--- src/rtl/cache_tag_array_nway.sv ---
`default_nettype none
// ============================================================================
// Module   : cache_tag_array_nway
// Purpose  : N-way set-associative tag store with a synchronous read and a
//            built-in hit check. It chooses fill victims: the first invalid
//            way, otherwise a round-robin way kept per set. It also runs its
//            own power-up initialisation and flush sweeps.
// Revision : 1.0 - initial release
// ----------------------------------------------------------------------------
// Ports
//   clock, reset_n        rising-edge clock, asynchronous active-low reset
//   lookup_valid/ready    lookup handshake; lookup_index/lookup_tag probe
//   rsp_valid             response strobe, one cycle after lookup acceptance
//   rsp_hit/way/multi     hit flag, one-hot matching ways, >1 match error
//                         (these hold their values while rsp_valid is low)
//   fill_valid/ready      fill handshake; fill_index/fill_tag to install
//   fill_way              one-hot victim way for the fill presented now
//   flush                 invalidate-all pulse (ignored while busy)
//   busy                  initialisation or flush sweep in progress
// ============================================================================
module cache_tag_array_nway #(
  parameter int WAYS      = 2,
  parameter int IDX_WIDTH = 3,
  parameter int TAG_WIDTH = 14
) (
  input  logic                 clock,
  input  logic                 reset_n,
  input  logic                 lookup_valid,
  input  logic [IDX_WIDTH-1:0] lookup_index,
  input  logic [TAG_WIDTH-1:0] lookup_tag,
  output logic                 lookup_ready,
  output logic                 rsp_valid,
  output logic                 rsp_hit,
  output logic [WAYS-1:0]      rsp_way,
  output logic                 rsp_multi,
  input  logic                 fill_valid,
  input  logic [IDX_WIDTH-1:0] fill_index,
  input  logic [TAG_WIDTH-1:0] fill_tag,
  output logic                 fill_ready,
  output logic [WAYS-1:0]      fill_way,
  input  logic                 flush,
  output logic                 busy
);

  localparam int DEPTH = 1 << IDX_WIDTH;
  localparam int RR_W  = (WAYS > 1) ? $clog2(WAYS) : 1;

  localparam logic [1:0] c_INIT  = 2'd0;
  localparam logic [1:0] c_IDLE  = 2'd1;
  localparam logic [1:0] c_FLUSH = 2'd2;

  localparam logic [IDX_WIDTH-1:0] c_LAST_SET = IDX_WIDTH'(DEPTH - 1);
  localparam logic [RR_W-1:0]      c_LAST_WAY = RR_W'(WAYS - 1);

  // --------------------------------------------------------------------------
  // Control FSM
  // --------------------------------------------------------------------------
  logic [1:0]           r_state;
  logic [1:0]           w_state_nxt;
  logic [IDX_WIDTH-1:0] r_clr;
  logic                 w_sweep;
  logic                 w_fill_acc;
  logic                 w_lookup_acc;

  // The clear counter naturally wraps to zero after the last set, which is
  // exactly the value it must hold when the sweep ends.
  always_ff @(posedge clock or negedge reset_n) begin
    if (!reset_n) begin
      r_state <= c_INIT;
      r_clr   <= '0;
    end else begin
      r_state <= w_state_nxt;
      r_clr   <= w_sweep ? r_clr + 1'b1 : '0;
    end
  end

  always_comb begin
    w_state_nxt = r_state;
    case (r_state)
      c_INIT, c_FLUSH: if (r_clr == c_LAST_SET) w_state_nxt = c_IDLE;
      c_IDLE:          if (flush) w_state_nxt = c_FLUSH;
      default:         w_state_nxt = c_INIT;
    endcase
  end

  // Flush wins over any same-cycle request; a fill owns the array port, so a
  // lookup is only taken when no fill is presented.
  always_comb begin
    w_sweep      = 1'b0;
    busy         = 1'b1;
    fill_ready   = 1'b0;
    lookup_ready = 1'b0;
    case (r_state)
      c_INIT, c_FLUSH: w_sweep = 1'b1;
      c_IDLE: begin
        busy         = 1'b0;
        fill_ready   = !flush;
        lookup_ready = !flush && !fill_valid;
      end
      default: ;
    endcase
    w_fill_acc   = fill_valid && fill_ready;
    w_lookup_acc = lookup_valid && lookup_ready;
  end

  // --------------------------------------------------------------------------
  // Valid shadow and victim selection
  // --------------------------------------------------------------------------
  logic [WAYS-1:0] r_vld [DEPTH];
  logic [RR_W-1:0] r_rr  [DEPTH];
  logic [WAYS-1:0] w_vset;
  logic            w_found;
  logic [RR_W-1:0] w_vic;

  assign w_vset = r_vld[fill_index];

  always_comb begin
    w_found = 1'b0;
    w_vic   = '0;
    for (int w = 0; w < WAYS; w++) begin
      if (!w_found && !w_vset[w]) begin
        w_found = 1'b1;
        w_vic   = RR_W'(w);
      end
    end
    if (!w_found) w_vic = r_rr[fill_index];
  end

  always_comb begin
    fill_way = '0;
    for (int w = 0; w < WAYS; w++) begin
      fill_way[w] = (w_vic == RR_W'(w));
    end
  end

  always_ff @(posedge clock) begin
    if (w_sweep) begin
      r_vld[r_clr] <= '0;
    end else if (w_fill_acc) begin
      r_vld[fill_index] <= r_vld[fill_index] | fill_way;
    end
  end

  // The pointer only advances when a valid way is evicted. With one way the
  // last-way constant is zero, so the pointer stays at zero.
  always_ff @(posedge clock or negedge reset_n) begin
    if (!reset_n) begin
      for (int i = 0; i < DEPTH; i++) r_rr[i] <= '0;
    end else if (w_fill_acc && !w_found) begin
      r_rr[fill_index] <= (r_rr[fill_index] == c_LAST_WAY) ? '0
                                                           : r_rr[fill_index] + 1'b1;
    end
  end

  // --------------------------------------------------------------------------
  // Tag arrays: {valid, tag} per way, read through a latched index
  // --------------------------------------------------------------------------
  logic [IDX_WIDTH-1:0] r_rd_idx;
  logic [TAG_WIDTH-1:0] r_tag;
  logic [WAYS-1:0]      w_match;

  always_ff @(posedge clock) begin
    if (w_lookup_acc) begin
      r_rd_idx <= lookup_index;
      r_tag    <= lookup_tag;
    end
  end

  for (genvar w = 0; w < WAYS; w++) begin : g_way
    logic [TAG_WIDTH:0] r_mem [DEPTH];
    logic [TAG_WIDTH:0] w_rd;

    always_ff @(posedge clock) begin
      if (w_sweep) begin
        r_mem[r_clr] <= '0;
      end else if (w_fill_acc && fill_way[w]) begin
        r_mem[fill_index] <= {1'b1, fill_tag};
      end
    end

    assign w_rd       = r_mem[r_rd_idx];
    assign w_match[w] = w_rd[TAG_WIDTH] && (w_rd[TAG_WIDTH-1:0] == r_tag);
  end

  // --------------------------------------------------------------------------
  // Response: live compare in the strobe cycle, held copy otherwise
  // --------------------------------------------------------------------------
  logic            r_rsp_valid;
  logic            r_hit_hold;
  logic [WAYS-1:0] r_way_hold;
  logic            r_multi_hold;
  logic            w_multi;

  // More than one bit set <=> clearing the lowest set bit leaves something.
  assign w_multi = |(w_match & (w_match - 1'b1));

  always_ff @(posedge clock or negedge reset_n) begin
    if (!reset_n) begin
      r_rsp_valid  <= 1'b0;
      r_hit_hold   <= 1'b0;
      r_way_hold   <= '0;
      r_multi_hold <= 1'b0;
    end else begin
      r_rsp_valid <= w_lookup_acc;
      if (r_rsp_valid) begin
        r_hit_hold   <= |w_match;
        r_way_hold   <= w_match;
        r_multi_hold <= w_multi;
      end
    end
  end

  assign rsp_valid = r_rsp_valid;
  assign rsp_hit   = r_rsp_valid ? |w_match : r_hit_hold;
  assign rsp_way   = r_rsp_valid ? w_match  : r_way_hold;
  assign rsp_multi = r_rsp_valid ? w_multi  : r_multi_hold;

endmodule
`default_nettype wire

--- config.mk ---
export PLATFORM = sky130hd
export DESIGN_NAME = cache_tag_array_nway
export DESIGN_NICKNAME = d
export VERILOG_FILES = /design/src/rtl/cache_tag_array_nway.sv
export SDC_FILE = /design/constraint.sdc
export NUM_CORES = 1
export LEC_CHECK = 0
export BUFFER_PORTS_ARGS = -buffer_cell sky130_fd_sc_hd__buf_2
export CAP_MARGIN = 25
export CORE_MARGIN = 10
export CORE_UTILIZATION = 45
export DETAILED_ROUTE_END_ITERATION = 8
export MAX_ROUTING_LAYER = met4
export PLACE_DENSITY = 0.67
export REMOVE_ABC_BUFFERS = 1
export SETUP_SLACK_MARGIN = 0.2
export SLEW_MARGIN = 15
export SYNTH_ARGS = -nofsm -noshare
export SYNTH_HDL_FRONTEND = slang
export SYNTH_SLANG_ARGS = --single-unit
--- constraint.sdc ---
create_clock -name clock -period 4.6 [get_ports clock]
set_input_delay 0.69 -clock clock [delete_from_list [all_inputs] [get_ports clock]]
set_output_delay 0.69 -clock clock [all_outputs]
set_load 0.05 [all_outputs]
* Yosys cells after proc, flatten, opt, wreduce, memory -nomap -nowiden
Memory sizes are Yosys's and may differ from the RTL's. A register that Yosys moved wholly into a read port is not among the register bits.
Cells that the tools add are included.
** Word-level totals
- Flip-flop bits (word level) :: 35
- Bits in latches :: 0
- Memory bits (writable) :: 256
- Memory bits (read-only) :: 0
- Bits of input ports :: 39
- Output and inout bits :: 10
- Word-level logic and storage cells :: 101
- Memories kept :: 3
** Memory list
- g_way[0].r_mem :: words 8, width 15, read ports 1, clocked after Yosys merged registers in 1, write ports 1, RTL line 170 : logic [TAG_WIDTH:0] r_mem [DEPTH];
- g_way[1].r_mem :: words 8, width 15, read ports 1, clocked after Yosys merged registers in 1, write ports 1, RTL line 170
- r_vld :: words 8, width 2, read ports 1, clocked after Yosys merged registers in 0, write ports 1, RTL line 109 : logic [WAYS-1:0] r_vld [DEPTH];
** Cells by class
- Add/sub/neg operators :: 3
- Multiply operators :: 0
- Div/mod/pow operators :: 0
- Order comparisons :: 2
- Eq/ne operators :: 7
- Shift-type cells :: 0
- Mux-type cells :: 44
- Bitwise operators :: 4
- Reductions and logical operators :: 22
** Operators with widths (count)
- 2-to-1 mux 15 bit :: 2
- OR reduction 15 bit :: 2
- equality test 14 bit :: 2
- 2-to-1 mux 1 bit :: 28
- 2-to-1 mux 3 bit :: 6
- logical AND 1 bit :: 10
- bitwise mux 8 bit :: 1
- 2-to-1 mux 2 bit :: 4
- OR reduction 2 bit :: 4
- >= comparator 4 bit, second input constant :: 1
- zero test 1 bit :: 4
- < comparator 4 x 1 -> 1 bit, second input constant :: 1
- != test 2 bit, second input constant :: 2
- NOT 3 -> 4 bit :: 1
- case mux 2 bit (2 select lines) :: 1
- adder 3 x 1 -> 3 bit, second input constant :: 1
- binary-select mux 1 bit (select 3 bit) :: 1
- demux 1 bit (select 3 bit) :: 1
- equality test 3 bit, second input constant :: 1
- bitwise AND 2 bit :: 1
- equality test 2 x 1 -> 1 bit, second input constant :: 1
- equality test 2 bit, second input constant :: 1
- zero test 2 bit :: 1
- bitwise OR 2 bit :: 1
- 4 further kinds :: 4

* Longest topological paths before layout
- Word-level depth :: 12
- Gate-level depth with buffers :: 10
- Depth with buffers taken out :: 9

* Worst setup path after synthesis
OpenSTA, ideal clock, no wires.
- Path kind :: reg-to-reg
- Start :: reg r_state[0]
- End :: mem g_way[1].r_mem[3][0] (netlist name), enable pin
- Library setup time :: 0.431 ns
- Arrival time :: 3.672 ns
- Path slack :: 0.497 ns
- Cell stages (with the launch flop) :: 9
- Path buffers :: 1
- Cells stage by stage :: dfrtp_1 nand2b_1 nand2b_1 inv_1 nand2_1 inv_1 buf_2 nand2_1 o41ai_1
** On the way
- Longest elaborated chain between the ends :: 9
- Elaborated cells between the ends (all ways) :: 16
- Those cells by class :: 2 x eq/ne; 9 x mux; 5 x reduce/logical
** RTL lines
- start: declaration :: RTL line 58 : logic [1:0] r_state;
- start signal: assignment :: RTL line 69 : r_state <= c_INIT;
- start signal: assignment :: RTL line 72 : r_state <= w_state_nxt;
- equality test 2 x 1 -> 1 bit (*) :: RTL line 93 : case (r_state)
- 2-to-1 mux 1 bit (*) :: RTL line 93
- named net fill_ready :: RTL line 39 : output logic fill_ready,
- logical AND 1 bit (*) :: RTL line 102 : w_fill_acc = fill_valid && fill_ready;
- logical AND 1 bit (*) :: RTL line 176 : end else if (w_fill_acc && fill_way[w]) begin
- 2-to-1 mux 1 bit (*) :: RTL line 176
- 2-to-1 mux 1 bit (*) :: RTL line 174 : if (w_sweep) begin
- 2-to-1 mux 1 bit (implied by the code) (*) :: RTL line 177 : r_mem[fill_index] <= {1'b1, fill_tag};
- OR reduction 15 bit (no line)
- 2-to-1 mux 3 bit (no line) / 2-to-1 mux 1 bit (equally long branches)
- end: declaration :: RTL line 170
Mark *: on every way through the listed nets, which the timed path passes. The rest lies on a longest branch.

==> impl_metrics.env <==
export IMPL_outcome="finished, final reports clean"
export IMPL_drive_gt1_share_pct=24.9
export IMPL_final_area_sq_um=13700
export IMPL_viasPerCell=5.80
export IMPL_insertedDiodeCount=0
export IMPL_register_area_sq_um=8710
export IMPL_num_rows=59
export IMPL_slew_headroom_pct=35.3
export IMPL_hold_path_class="input port to asynchronous set/reset pin"
export IMPL_rsz0062_at_grt="false"
export IMPL_ctsHoldBuffers=0
export IMPL_drtIter0Drc=646
export IMPL_multiInputGateArea_sq_um=3090
export IMPL_final_setup_viol_count=0
export IMPL_core_sq_um=26200
export IMPL_overflow=0
export IMPL_routed_wl_um=26300
export IMPL_final_cells=1086
export IMPL_boundaryPins=49
export IMPL_clockBufferDepth=3
export IMPL_wire_per_inst_um=24.3
export IMPL_cpLargestDelayFamily="multiplexers"
export IMPL_num_vias=6294
export IMPL_drt_pass1_iterations=6
export IMPL_setup_tns_ps=0
export IMPL_htree_levels=1
export IMPL_cts_root_buffer="clkbuf_16"
export IMPL_final_cell_mix="273 x edfxtp_1, 48 x buf_2, 44 x mux4_2, 44 x mux2i_1"
export IMPL_cts_buffers=30
export IMPL_cts_sinks=294
export IMPL_gp_congestion=0.926
export IMPL_yosys_warnings=0
export IMPL_insertion_delay_ps=550
export IMPL_yosysSeqAreaShare_pct=72.4
export IMPL_finalClockSkew_ps=20.8
export IMPL_grt_pass1_vias=6533
export IMPL_grt_max_degree=40
export IMPL_max_stage_delay_ps=580
export IMPL_die_area_sq_um=33700
export IMPL_finalWorstSetupSlack_ps=401
export IMPL_fillCellCount=2008
export IMPL_crit_type="flop to output port"
export IMPL_drtAntennaViolNets=0
export IMPL_finalHoldViolCount=0
export IMPL_syn_to_final_growth_pct=14.0
export IMPL_dp_cells=1031
export IMPL_drv_cap=0
export IMPL_place_hpwl_um=17400
export IMPL_syn_area_sq_um=12000
export IMPL_synth_top_flop_cell="edfxtp_1"
export IMPL_io_buffers=48
export IMPL_synth_cells=652
export IMPL_cp_end_kind="output port"
export IMPL_die_w_um=183
export IMPL_async_flop_share_pct=6.12
export IMPL_nets=770
export IMPL_ys_seq_elements=294
export IMPL_grt_first_pass_wirelength_um=40200
export IMPL_period_share_pct=91.3
export IMPL_crit_arrival_ps=3510
export IMPL_max_freq_ghz=0.238
export IMPL_clkTransAtPathRegs_ps=60
export IMPL_start_util_pct=45.9
export IMPL_slew_viol_final=0
export IMPL_placed_area_sq_um=12700
export IMPL_pwr_density_cell_nw_per_um2=553
export IMPL_dieHeight_um=183
export IMPL_slowest_stage="mux4_1"
export IMPL_worst_slew_pin_slew_ps=969
export IMPL_critPathLaunchType="flop"
export IMPL_vdd_drop_max_uv=363
export IMPL_route_detailed_drc=0
export IMPL_synth_cell_type_count=49
export IMPL_synth_edff_count=273
export IMPL_cts_tree="done"
export IMPL_pre_cts_slack_ps=748
export IMPL_final_common_cell="edfxtp_1"
export IMPL_cp_required_ps=3910
export IMPL_antenna_found_initial=0
export IMPL_crit_path_cell_trace="buf_6 > mux4_1 > mux2i_1 > xor2_1 > o2111ai_1 > nor4_4 > nand4_1 > o21ai_1 > buf_2"
export IMPL_avgSynthCellArea_sq_um=18.4
export IMPL_p_leak_nw=4.91
export IMPL_period_minus_slack_ps=4200
export IMPL_worst_path_buf_inv=2
export IMPL_grtUsageTotal_pct=16.3
export IMPL_crit_fanout=17
==> state kept, by name (all words and copies together), names as in the netlist, named ones only <==
register / cells
g_way.r_mem: 240
r_clr: 3
r_hit_hold: 1
r_multi_hold: 1
r_rd_idx: 3
r_rr: 8
r_state: 2
r_tag: 14
r_vld: 16
r_way_hold: 2
rsp_valid: 1
==> metal layers <==
layer	up-vias	track usage [%]	part of all wire [%]
met5	-	-	0
met4	0	4.13	2.4
met3	46	3.28	9.0
met2	339	24.8	47
met1	3160	22.1	42
li1	2749	-	-
==> worst register-to-register path: stages, from the launching register on <==
cell	delay, ps
dfrtp_1	390
mux4_2	520
mux2i_4	260
a21boi_2	230
nor2_2	160
buf_4	290
nand2_1	150
a21oi_1	190
buf_4	310
==> area by class of cell <==
type	instances	share of cell area [%]
Timing Repair Buffer	75	3.41
Multi-Input combinational cell	316	22.5
Clock buffer	36	5.80
Sequential cell	294	63.6
Tap cell	335	3.06
Clock inverter	18	1.28
Inverter	12	0.329
==> cell usage after synthesis, types with 4 or more instances <==
library cell / n / area share, %
nor2b_1: 6 / 0.31
nand2b_1: 9 / 0.47
buf_6: 4 / 0.37
xor2_1: 13 / 0.95
and3_1: 16 / 0.83
mux2i_1: 44 / 3.7
a21oi_1: 10 / 0.42
dfrtp_1: 18 / 3.7
nor2_1: 13 / 0.41
and2_1: 19 / 0.99
buf_2: 11 / 0.46
mux4_2: 44 / 8.2
xnor2_1: 15 / 1.1
nand2_1: 31 / 0.97
edfxtp_1: 273 / 68
a22oi_1: 14 / 0.87
clkbuf_1: 5 / 0.16
o21ai_0: 16 / 0.67
mux2_2: 6 / 0.56
mux4_1: 7 / 1.5
inv_1: 12 / 0.37
nand3_1: 11 / 0.46
==> cells by family after synthesis <==
kind of cell | count (synthesis) | synth area share, %
flip-flops | 294 | 72.4
AND/OR/NAND/NOR | 120 | 5.33
multiplexers | 105 | 14.5
AO/OA/AOI/OAI | 61 | 3.33
buffers and inverters | 42 | 2.23
XOR/XNOR | 28 | 2.04
adder cells (fa/ha/maj) | 2 | 0.208
==> stage by stage <==
| stage | hold WS (ps) | utilization [%] | power [mW] |
|---|---|---|---|
| 3_5_place_dp | 480 | 48.5 | 5.28 |
| 4_1_cts | 94.0 | 52.2 | 7.64 |
| 5_1_grt | 119 | 52.3 | 7.88 |
| 2_1_floorplan | 394 | - | 4.68 |
| 6_report | 108 | 52.3 | 7.58 |
| 3_3_place_gp | 467 | 48.5 | 5.21 |
==> where the power goes <==
group / switching (mW) / internal, mW / leakage (nW)
sequential: 0.178 / 3.65 / 2.83
clock: 0.974 / 1.40 / 0.468
combinational: 0.912 / 0.477 / 1.61
==> worst paths after layout <==
kind | endpoint | depth (start not counted) | slack (ps) | from
hold / removal | r_way_hold[1] | 1 | 110 | reset_n
max in group asynchronous | r_clr[0] | 1 | 4140 | reset_n
min in group clock | r_tag[13] | 1 | 310 | lookup_tag[13]
setup / recovery | rsp_way[0] | 9 | 400 | flop
hold reg to reg | flop | 1 | 480 | r_rd_idx[2]
setup reg to reg | g_way[0].r_mem[7][6] | 8 | 1760 | r_rr[3]
==> what timing repair did <==
| item | 4_1_cts | 5_1_grt |
|---|---|---|
| gates resized for setup | 0 | 3 |
| gates cloned | 0 | 0 |
| buffers inserted | 1 | 0 |
| pin swaps | 0 | 0 |
| endpoints found under the setup margin | 1 | 3 |
(Power assumes the default switching activity.)
